### src/rtl/neuromorphic_x1_ctrl_if.sv
// Host request/response channel plus macro-side signals of the neuromorphic X1 controller.
// slave = controller view, master = host and macro environment view.
interface neuromorphic_x1_ctrl_if;
  logic        req_valid;
  logic        req_ready;
  logic        req_rw;
  logic [31:0] req_addr;
  logic [31:0] req_wdata;
  logic [3:0]  req_sel;
  logic        rsp_valid;
  logic        rsp_ready;
  logic [31:0] rsp_rdata;
  logic        rsp_err;
  logic        EN;
  logic        R_WB;
  logic [31:0] AD;
  logic [31:0] DI;
  logic [3:0]  SEL;
  logic        func_ack;
  logic [31:0] DO;

  modport slave (
    input  req_valid, req_rw, req_addr, req_wdata, req_sel, rsp_ready, func_ack, DO,
    output req_ready, rsp_valid, rsp_rdata, rsp_err, EN, R_WB, AD, DI, SEL
  );

  modport master (
    output req_valid, req_rw, req_addr, req_wdata, req_sel, rsp_ready, func_ack, DO,
    input  req_ready, rsp_valid, rsp_rdata, rsp_err, EN, R_WB, AD, DI, SEL
  );
endinterface

### src/rtl/neuromorphic_x1_ctrl.sv
// Request/response bridge to the neuromorphic X1 macro (IDLE/BUSY/RESP/DRAIN).
// Optional BUSY watchdog enabled by defining NEUROMORPHIC_X1_CTRL_TIMEOUT_EN.
module neuromorphic_x1_ctrl #(
  parameter int unsigned TIMEOUT_CYCLES = 1023
) (
  input  logic                         CLKin,
  input  logic                         RSTin,
  neuromorphic_x1_ctrl_if.slave        bus_if
);

  typedef enum logic [1:0] {
    IDLE  = 2'd0,
    BUSY  = 2'd1,
    RESP  = 2'd2,
    DRAIN = 2'd3
  } state_e;

  if (TIMEOUT_CYCLES < 1 || TIMEOUT_CYCLES > 65535) begin : g_bad_timeout
    $error("TIMEOUT_CYCLES must lie in 1..65535");
  end

  state_e      state_q, state_d;
  logic        ready_q, ready_d;
  logic        rw_q, rw_d;
  logic [31:0] addr_q, addr_d;
  logic [31:0] wdata_q, wdata_d;
  logic [3:0]  sel_q, sel_d;
  logic [31:0] rdata_q, rdata_d;
  logic        err_q, err_d;
  logic        timeout_hit;

`ifdef NEUROMORPHIC_X1_CTRL_TIMEOUT_EN
  localparam logic [15:0] TO_LAST = 16'(TIMEOUT_CYCLES - 1);

  logic [15:0] cnt_q, cnt_d;

  always_comb begin
    cnt_d = '0;
    if (state_q == BUSY) begin
      cnt_d = cnt_q + 16'd1;
    end
  end

  always_ff @(posedge CLKin or posedge RSTin) begin
    if (RSTin) begin
      cnt_q <= '0;
    end else begin
      cnt_q <= cnt_d;
    end
  end

  assign timeout_hit = (state_q == BUSY) && (cnt_q == TO_LAST);
`else
  assign timeout_hit = 1'b0;
`endif

  always_comb begin
    state_d = state_q;
    rw_d    = rw_q;
    addr_d  = addr_q;
    wdata_d = wdata_q;
    sel_d   = sel_q;
    rdata_d = rdata_q;
    err_d   = err_q;
    unique case (state_q)
      IDLE: begin
        if (bus_if.req_valid && ready_q) begin
          rw_d    = bus_if.req_rw;
          addr_d  = bus_if.req_addr;
          wdata_d = bus_if.req_wdata;
          sel_d   = bus_if.req_sel;
          state_d = BUSY;
        end
      end
      BUSY: begin
        // A same-cycle acknowledge takes priority over the watchdog abort.
        if (bus_if.func_ack) begin
          rdata_d = rw_q ? bus_if.DO : '0;
          err_d   = 1'b0;
          state_d = RESP;
        end else if (timeout_hit) begin
          rdata_d = '0;
          err_d   = 1'b1;
          state_d = RESP;
        end
      end
      RESP: begin
        if (bus_if.rsp_ready) begin
          state_d = bus_if.func_ack ? DRAIN : IDLE;
        end
      end
      DRAIN: begin
        if (!bus_if.func_ack) begin
          state_d = IDLE;
        end
      end
      default: state_d = IDLE;
    endcase
  end

  // Ready is registered: low through reset and for one cycle after re-entering IDLE.
  assign ready_d = (state_q == IDLE) && (state_d == IDLE);

  always_ff @(posedge CLKin or posedge RSTin) begin
    if (RSTin) begin
      state_q <= IDLE;
      ready_q <= 1'b0;
      rw_q    <= 1'b1;
      addr_q  <= '0;
      wdata_q <= '0;
      sel_q   <= '0;
      rdata_q <= '0;
      err_q   <= 1'b0;
    end else begin
      state_q <= state_d;
      ready_q <= ready_d;
      rw_q    <= rw_d;
      addr_q  <= addr_d;
      wdata_q <= wdata_d;
      sel_q   <= sel_d;
      rdata_q <= rdata_d;
      err_q   <= err_d;
    end
  end

  assign bus_if.req_ready = ready_q;
  assign bus_if.rsp_valid = (state_q == RESP);
  assign bus_if.rsp_rdata = rdata_q;
  assign bus_if.rsp_err   = err_q;
  assign bus_if.EN        = (state_q == BUSY);
  assign bus_if.R_WB      = rw_q;
  assign bus_if.AD        = addr_q;
  assign bus_if.DI        = wdata_q;
  assign bus_if.SEL       = sel_q;

endmodule

### src/flat_wrapper.sv
// flat-port wrapper written by rule: the top's interface ports become plain ports
module neuromorphic_x1_ctrl_flat 
#(
  parameter int unsigned TIMEOUT_CYCLES = 1023
)
  (CLKin, RSTin, bus_if_req_valid, bus_if_req_rw, bus_if_req_addr, bus_if_req_wdata, bus_if_req_sel, bus_if_rsp_ready, bus_if_func_ack, bus_if_DO, bus_if_req_ready, bus_if_rsp_valid, bus_if_rsp_rdata, bus_if_rsp_err, bus_if_EN, bus_if_R_WB, bus_if_AD, bus_if_DI, bus_if_SEL);
  neuromorphic_x1_ctrl_if bus_if_i ();
  input  logic CLKin;
  input  logic RSTin;
  input wire logic [$bits(bus_if_i.req_valid)-1:0] bus_if_req_valid;
  input wire logic [$bits(bus_if_i.req_rw)-1:0] bus_if_req_rw;
  input wire logic [$bits(bus_if_i.req_addr)-1:0] bus_if_req_addr;
  input wire logic [$bits(bus_if_i.req_wdata)-1:0] bus_if_req_wdata;
  input wire logic [$bits(bus_if_i.req_sel)-1:0] bus_if_req_sel;
  input wire logic [$bits(bus_if_i.rsp_ready)-1:0] bus_if_rsp_ready;
  input wire logic [$bits(bus_if_i.func_ack)-1:0] bus_if_func_ack;
  input wire logic [$bits(bus_if_i.DO)-1:0] bus_if_DO;
  output wire logic [$bits(bus_if_i.req_ready)-1:0] bus_if_req_ready;
  output wire logic [$bits(bus_if_i.rsp_valid)-1:0] bus_if_rsp_valid;
  output wire logic [$bits(bus_if_i.rsp_rdata)-1:0] bus_if_rsp_rdata;
  output wire logic [$bits(bus_if_i.rsp_err)-1:0] bus_if_rsp_err;
  output wire logic [$bits(bus_if_i.EN)-1:0] bus_if_EN;
  output wire logic [$bits(bus_if_i.R_WB)-1:0] bus_if_R_WB;
  output wire logic [$bits(bus_if_i.AD)-1:0] bus_if_AD;
  output wire logic [$bits(bus_if_i.DI)-1:0] bus_if_DI;
  output wire logic [$bits(bus_if_i.SEL)-1:0] bus_if_SEL;
  assign bus_if_i.req_valid = bus_if_req_valid;
  assign bus_if_i.req_rw = bus_if_req_rw;
  assign bus_if_i.req_addr = bus_if_req_addr;
  assign bus_if_i.req_wdata = bus_if_req_wdata;
  assign bus_if_i.req_sel = bus_if_req_sel;
  assign bus_if_i.rsp_ready = bus_if_rsp_ready;
  assign bus_if_i.func_ack = bus_if_func_ack;
  assign bus_if_i.DO = bus_if_DO;
  assign bus_if_req_ready = bus_if_i.req_ready;
  assign bus_if_rsp_valid = bus_if_i.rsp_valid;
  assign bus_if_rsp_rdata = bus_if_i.rsp_rdata;
  assign bus_if_rsp_err = bus_if_i.rsp_err;
  assign bus_if_EN = bus_if_i.EN;
  assign bus_if_R_WB = bus_if_i.R_WB;
  assign bus_if_AD = bus_if_i.AD;
  assign bus_if_DI = bus_if_i.DI;
  assign bus_if_SEL = bus_if_i.SEL;
  neuromorphic_x1_ctrl #(.TIMEOUT_CYCLES(TIMEOUT_CYCLES)) u_core (.CLKin(CLKin), .RSTin(RSTin), .bus_if(bus_if_i));
endmodule
### config.mk
export PLATFORM = sky130hd
export DESIGN_NAME = neuromorphic_x1_ctrl_flat
export DESIGN_NICKNAME = d
export VERILOG_FILES = /design/src/rtl/neuromorphic_x1_ctrl_if.sv /design/src/rtl/neuromorphic_x1_ctrl.sv /design/src/flat_wrapper.sv
export SDC_FILE = /design/constraint.sdc
export NUM_CORES = 1
export LEC_CHECK = 0
export CAP_MARGIN = 20
export CORE_MARGIN = 4
export CORE_UTILIZATION = 39
export DETAILED_ROUTE_END_ITERATION = 12
export HOLD_SLACK_MARGIN = 0.15
export PLACE_DENSITY_LB_ADDON = 0.25
export SETUP_SLACK_MARGIN = 0.15
export SLEW_MARGIN = 25
export SYNTH_ARGS = -nofsm -noshare
export SYNTH_HDL_FRONTEND = slang
export SYNTH_SLANG_ARGS = --single-unit
### constraint.sdc
create_clock -name CLKin -period 4.45 [get_ports CLKin]
set_input_delay 0.6675 -clock CLKin [delete_from_list [all_inputs] [get_ports CLKin]]
set_output_delay 0.6675 -clock CLKin [all_outputs]
set_load 0.1 [all_outputs]
; ---- After elaboration in Yosys (flattened, before gate mapping)
; Cells that the tools add are included.
[totals]
reg_bits = 104
in_bits = 106
output_inout_bits = 105
word_cells = 23
[classes]
eq_ne = 3
mux = 7
n_reduce_logical = 6
[op_table]
columns = operator, count
row1 = $mux W32, 1
row2 = $mux W2, 5
row3 = $pmux W2 S4, 1
row4 = $eq A2 B2 Y1 const B, 2
row5 = $logic_not A2 Y1, 2
row6 = $reduce_and A2 Y1, 2
row7 = $eq A2 B1 Y1 const B, 1
row8 = $logic_and A1 B1 Y1, 2

; ---- Logic depth before layout (Yosys ltp)
; Gate-level depths: netlist of run 1.
[depth]
depth_word = 5
ltp_mapped = 5
ltp_nobuf = 3

; ---- Least setup slack after synthesis of run 1
; Ideal clock, no wire load.
[synth_path]
kind = register -> output
startpoint = reg u_core.state_q[0]
endpoint = out bus_if_EN
arrival_time_ps = 1856
required_ps = 3783
path_slack_ps = 1927
path_stages_with_launch = 3
n_path_buf = 1
path_cell_list = dfrtp_1 buf_2 nor2b_1
[synth_between]
elab_chain_len = 1
[synth_rtl]
columns = item, line
row1 = from (decl), neuromorphic_x1_ctrl.sv:22  ; state_e state_q, state_d;
row2 = from (signal assigned), neuromorphic_x1_ctrl.sv:115  ; state_q <= state_d;
row3 = $eq A2 B1 Y1, neuromorphic_x1_ctrl.sv:130  ; assign bus_if.EN = (state_q == BUSY);
row4 = to (decl), flat_wrapper.sv:22  ; output wire logic [$bits(bus_if_i.EN)-1:0] bus_if_EN;
; No other way between the ends.

; ---- Worst setup path in the final report of run 1
[layout_path]
startpoint = reg u_core.rw_q (netlist: u_core.bus_if.R_WB)
endpoint = out bus_if_R_WB
[layout_lines]
columns = item, line
row1 = from (decl), neuromorphic_x1_ctrl.sv:24  ; logic rw_q, rw_d;
row2 = from (signal assigned), neuromorphic_x1_ctrl.sv:117  ; rw_q <= rw_d;
row3 = to (decl), flat_wrapper.sv:23  ; output wire logic [$bits(bus_if_i.R_WB)-1:0] bus_if_R_WB;
; No word-level cell between the ends.

==> summary.md, run 1 <==
| Metric | Value |
|---|---|
| Outcome | `completed` |
| Fill count | `755` |
| Vias in the first global route | `between 3,000 and 4,000` |
| Cell area after synthesis | `about 4000 µm²` |
| Die Height | `109 µm` |
| Diodes inserted | `0` |
| Post-synthesis simple-gate area fraction | `0.0712` |
| Crit path max fanout | `34` |
| DRC | `0` |
| Synth Instances | `about 300` |
| WP buf/inv | `1` |
| Die Wd | `109 µm` |
| Mapped Nets | `408` |
| Initial core utilization | `0.404` |
| Antenna-violating nets left | `0` |
| Vias per cell | `4.59` |
| Synth top area share | `0.646` |
| Async SR Flop Fraction | `1.00` |
| Hpwl dp | `slightly below 8000 µm` |
| # IOs | `roughly 210` |
| Initial drt markers | `90` |
| Clock transition at path regs | `roughly 0.090 ns` |
| CP Launch Type | `flip-flop` |
| Nets@finish | `roughly 600` |
| Gpl congestion | `0.744` |
| Top FF cell, synth | `dfrtp_1` |
| CTS Buffer Depth | `2` |
| Max Slew Vio Count | `0` |
| Worst hold path type | `flip-flop to flip-flop` |
| Tmin final | `between 3 and 4 ns` |
| Initial DRT Pass Iterations | `4` |
| Fraction of layout instances using a drive strength above 1 | `0.159` |
| Worst-margin pin slew | `approximately 1.0 ns` |
| Hold slack | `0.485 ns` |
| First-pass GRT wire length | `15,300 µm` |
| Max_cap viols | `0` |
| Worst setup EP type | `primary output` |
| Crit-path cells | `clkdlybuf4s50_1` |
| Largest area contributor in the netlist | `dfrtp_1` |
| Fmax | `about 320 MHz` |
| Root Buffer | `clkbuf_8` |
| Gr ovfl total | `0` |
| Rows | `36` |
| Mux contribution to synthesized area | `0.200` |
| Setup violations, final | `0` |
| Clock sinks | `about 100` |
| TritonCTS clock tree | `done` |
| DRT Wirelength | `around 10,000 µm` |
| Inserted Clock Buffers | `9` |
| Synth Area in XOR/XNOR | `0` |
| Drt wl/cell | `approximately 16 µm` |
| Top cells by count, synth | `dfrtp_1, nand2_1, mux2_2, o21ai_0` |
| Mapped Avg Cell Area | `13.2 µm²` |
| Kind of critical path | `flip-flop to primary output` |
| FF+latch count, synth | `roughly 100` |
| DIE AREA | `11,900 µm²` |
| CTS Hold Bufs | `0` |
| Sum Neg Setup Slack | `0 ns` |
| CORE AREA | `roughly 10000 µm²` |
| Relative slew slack | `0.302` |
| Area growth syn-to-layout | `60.9%` |
| Post-Synth Adder-Cell Area | `0` |
| H-tree Lvls | `3` |
| Setup bufs post-CTS | `0` |
| WP data required | `3.78 ns` |
| Post-synth EDFFs | `0` |
| Clock skew | `between 0.015 and 0.02 ns` |
| Synth warnings | `0` |
| Hold Fails Final Rpt | `0` |
| Register area share after synthesis | `0.653` |
| Count of cell types in the netlist | `19` |
| Crit path arrival time | `between 2 and 2.5 ns` |
| Count leader, synth | `dfrtp_1` |
| Initial antenna violation count | `0` |
| Final Cycle Share | `0.711` |
| Largest net degree at the start of global routing | `89` |
| Post-synthesis compound-gate area fraction | `0.0455` |
| Cts repair resizes | `0` |
| Main combinational cell family by area after synthesis | `multiplexers` |
| Port bufs | `~210` |
| Crit-path max cell delay | `between 1 and 1.5 ns` |
| DR vias | `2,953` |
| Slowest-stage cell, CP | `clkdlybuf4s50_1` |
| Leading post-synthesis cells by cell area | `dfrtp_1, mux2_2, nand2_1, o21ai_0, mux2_1` |
| GRT Total Usage | `0.168` |
| Clk_lat worst skew | `around 0.35 ns` |
| Worst path top cell family by delay | `buffers and inverters` |
| RSZ-0062 raised after global routing | `no` |
-- sequential cells by signal (all words and copies together), names as in the netlist --
| signal | flops |
|---|---|
| u_core.bus_if.R_WB | 1 |
| u_core.bus_if.SEL | 4 |
| u_core.state_q | 2 |
| u_core.bus_if.req_ready | 1 |
| u_core.bus_if.rsp_rdata | 32 |
| u_core.bus_if.DI | 32 |
| u_core.bus_if.AD | 32 |
-- path summary, 6_finish.rpt --
kind                       slack [ns]  cells after the start                                      end                               startpoint
max reg2reg                      2.49                      3         u_core.bus_if.DI[21]$_DFFE_PP0P_              u_core.state_q[0]$_DFF_PP0_
max in group asynchronous        2.83                      3  u_core.bus_if.rsp_rdata[31]$_DFFE_PP0P_                                    RSTin
min                              0.48                      2  u_core.bus_if.rsp_rdata[12]$_DFFE_PP0P_  u_core.bus_if.rsp_rdata[12]$_DFFE_PP0P_
min reg2reg                      0.48                      2  u_core.bus_if.rsp_rdata[12]$_DFFE_PP0P_  u_core.bus_if.rsp_rdata[12]$_DFFE_PP0P_
min in group asynchronous        0.85                      2         u_core.bus_if.AD[23]$_DFFE_PP0P_                                    RSTin
max                              1.29                      1                              bus_if_R_WB           u_core.bus_if.R_WB$_DFFE_PP1P_
-- metal layers --
layer	global-route usage	vias to the layer above	wire (µm)
met5	0	-	0
met3	0.0853	5	1450
met1	0.190	1391	3910
met4	0.0487	0	72
li1	-	1417	-
met2	0.279	140	4810
-- metrics by stage --
step                cell area, µm²  instances  worst slack (ns)   util
finish                        6420        643              1.29  0.651
global route                  6420        643              1.19  0.651
CTS                           6410        642              1.25  0.650
detailed placement            6170        627              1.65  0.626
global placement              6170        627              1.67  0.626
floorplan                     3990        302              1.05      -
-- layout by cell type, fill, tap and decap left out --
| master | n |
|---|---|
| a211oi_1 | 1 |
| buf_12 | 1 |
| buf_4 | 2 |
| buf_6 | 1 |
| bufinv_16 | 3 |
| clkbuf_1 | 1 |
| clkbuf_8 | 9 |
| clkdlybuf4s50_1 | 209 |
| clkinv_4 | 1 |
| clkinvlp_4 | 1 |
| conb_1 | 1 |
| dfrtp_1 | 103 |
| dfstp_2 | 1 |
| inv_6 | 1 |
| mux2_1 | 10 |
| mux2_2 | 60 |
| mux2i_1 | 1 |
| nand2_1 | 65 |
| nand3b_1 | 1 |
| nor2_1 | 1 |
| nor2b_1 | 2 |
| nor3_4 | 1 |
| o21ai_0 | 33 |
| o22a_1 | 1 |
-- worst min-delay path, stage by stage (launching register included) --
cell and delay (ns):
dfrtp_1 0.35, nand2_1 0.04, o21ai_0 0.06
-- final cells by class --
cell class / instances / area (µm²) / share of cell area
well taps: 133 / 166 / 0.0259
flip-flops and latches: 104 / 2600 / 0.406
clock inverters: 5 / 106 / 0.0166
repair buffers: 213 / 2140 / 0.333
inverters: 1 / 8.76 / 0.00136
multi-input cells: 177 / 1270 / 0.197
clock buffers: 10 / 128 / 0.0199
-- kinds of logic (layout without fill, tap and decap cells) --
logic type,count (synthesis),in the layout
AOI/OAI and AO/OA,35,35
buffers and inverters,21,229
DFF,104,104
muxes,71,71
other,1,1
and+or+nand+nor,70,70
Power of run 1 is left out: the tool's default activity adds up to more than one toggle a clock period on the data nets, which glitch-free logic cannot reach.
==> run 2, diff against run 1 <==
Clock period 4.45 ns to 3 ns, I/O delays scaled along.
==> run 2 against run 1 <==
Effect of this change: flip-flop and latch count unchanged; first-iteration DRC count did not move; critical path depth grew 4; critical endpoint is now u_core.bus_if.DI[24]$_DFFE_PP0P_; sequential share of layout area is 1.8 points higher; via count up 2.3%; final area shrank 4.2%.
==> summary.md, run 2 (synthesized netlist as in run 1, its figures left out) <==
| Metric | Value |
|---|---|
| Fraction of layout instances using a drive strength above 1 | `0.365` |
| Hold Fails Final Rpt | `0` |
| CTS Buffer Depth | `2` |
| Met3 wire length | `1230 µm` |
| Initial drt markers | `90` |
| Fmax | `between 500 and 600 MHz` |
| Initial DRT Pass Iterations | `4` |
| Rows | `36` |
| DR top layer | `met4` |
| Gpl congestion | `0.744` |
| # IOs | `~210` |
| Worst hold path type | `flip-flop to flip-flop` |
| Root Buffer | `clkbuf_8` |
| Largest net degree at the start of global routing | `between 60 and 70` |
| GRT Total Usage | `0.171` |
| Max Slew Vio Count | `0` |
| CORE AREA | `a little under 10,000 µm²` |
| Gr ovfl total | `0` |
| First-pass GRT wire length | `15,700 µm` |
| Initial antenna violation count | `0` |
| Outcome | `completed` |
| Setup violations, final | `0` |
| Kind of critical path | `primary input to flip-flop` |
| Port bufs | `around 210` |
| Tmin final | `1.83 ns` |
| Sum Neg Setup Slack | `0 ns` |
| Initial core utilization | `0.404` |
| Met1 WL | `between 3000 and 4000 µm` |
| RSZ-0062 raised after global routing | `no` |
| CP Launch Type | `primary input` |
| TritonCTS clock tree | `done` |
| Die Wd | `109 µm` |
| Die Height | `~110 µm` |
| Diodes inserted | `0` |
| Most frequent cells in the layout | `buf_4, clkdlybuf4s50_1, dfrtp_1, nand2_1, mux2_2` |
| WL met2 | `roughly 4800 µm` |
| Crit path arrival time | `around 2.1 ns` |
| Setup bufs post-CTS | `0` |
| Crit path max fanout | `66` |
| Most common cell after layout, fill and taps aside | `buf_4` |
| CTS Hold Bufs | `0` |
| WP data required | `around 3.2 ns` |
| DRC | `0` |
| H-tree Lvls | `3` |
| Clk_lat worst skew | `about 0.36 ns` |
| Final Cycle Share | `0.611` |
| Nets@finish | `613` |
| Clock sinks | `104` |
| Fill count | `808` |
| Drt wl/cell | `about 16 µm` |
| Vias per cell | `4.68` |
| DR vias | `between 3,000 and 4,000` |
| Cts repair resizes | `0` |
| Inserted Clock Buffers | `9` |
| DRT Wirelength | `between 10,000 and 15,000 µm` |
| Antenna-violating nets left | `0` |
| Clock transition at path regs | `~0.10 ns` |
| Max_cap viols | `0` |
| Hpwl dp | `7710 µm` |
| Worst-margin pin slew | `0.844 ns` |
| Clock skew | `0.00984 ns` |
| DIE AREA | `about 12,000 µm²` |
| Area growth syn-to-layout | `54.1%` |
| Relative slew slack | `0.438` |
| Worst setup EP type | `flip-flop` |
| Vias in the first global route | `3,108` |
==> run 2: worst paths after layout <==
path / to / cells after the start / slack, ns / start
worst min register to register: u_core.bus_if.rsp_rdata[27]$_DFFE_PP0P_ / 2 / 0.48 / u_core.bus_if.rsp_rdata[27]$_DFFE_PP0P_
worst min-delay path: u_core.bus_if.rsp_rdata[27]$_DFFE_PP0P_ / 2 / 0.48 / u_core.bus_if.rsp_rdata[27]$_DFFE_PP0P_
max in group asynchronous: u_core.bus_if.AD[28]$_DFFE_PP0P_ / 3 / 1.71 / RSTin
worst max-delay path: u_core.bus_if.DI[24]$_DFFE_PP0P_ / 5 / 1.17 / bus_if_req_valid
min in group asynchronous: u_core.state_q[1]$_DFF_PP0_ / 3 / 0.57 / RSTin
worst max register to register: u_core.bus_if.DI[24]$_DFFE_PP0P_ / 3 / 1.27 / u_core.state_q[1]$_DFF_PP0_
==> run 2: critical path, stage by stage <==
cell             delay [ns]
clkdlybuf4s50_1        0.48
nand2_1                0.10
nor3_4                 0.27
buf_12                 0.36
mux2_2                 0.38
==> run 2: area by class of cell <==
type	instances	area (µm²)	area share
Sequential cell	104	2600	0.423
Timing Repair Buffer	214	1880	0.306
Multi-Input combinational cell	177	1270	0.206
Tap cell	133	166	0.0271
Clock buffer	11	141	0.0230
Clock inverter	5	80.1	0.0130
Inverter	1	7.51	0.00122
==> run 2: stage by stage <==
step / hold WS (ns) / util / instance area (µm²) / setup WS, ns / cells
global placement: 0.462 / 0.601 / 5930 / 0.800 / 629
CTS: 0.493 / 0.623 / 6150 / 1.15 / 645
detailed placement: 0.471 / 0.601 / 5930 / 0.772 / 629
finish: 0.484 / 0.623 / 6150 / 1.17 / 645
floorplan: 0.549 / - / 3990 / 0.694 / 302
global route: 0.519 / 0.623 / 6150 / 1.09 / 645
==> run 2: metal layers <==
metal	vias up	global-route usage
met1	1439	0.200
met2	144	0.281
met3	18	0.0663
li1	1420	-
met4	0	0.0712
met5	-	0
Power of run 2 is left out for the same reason.
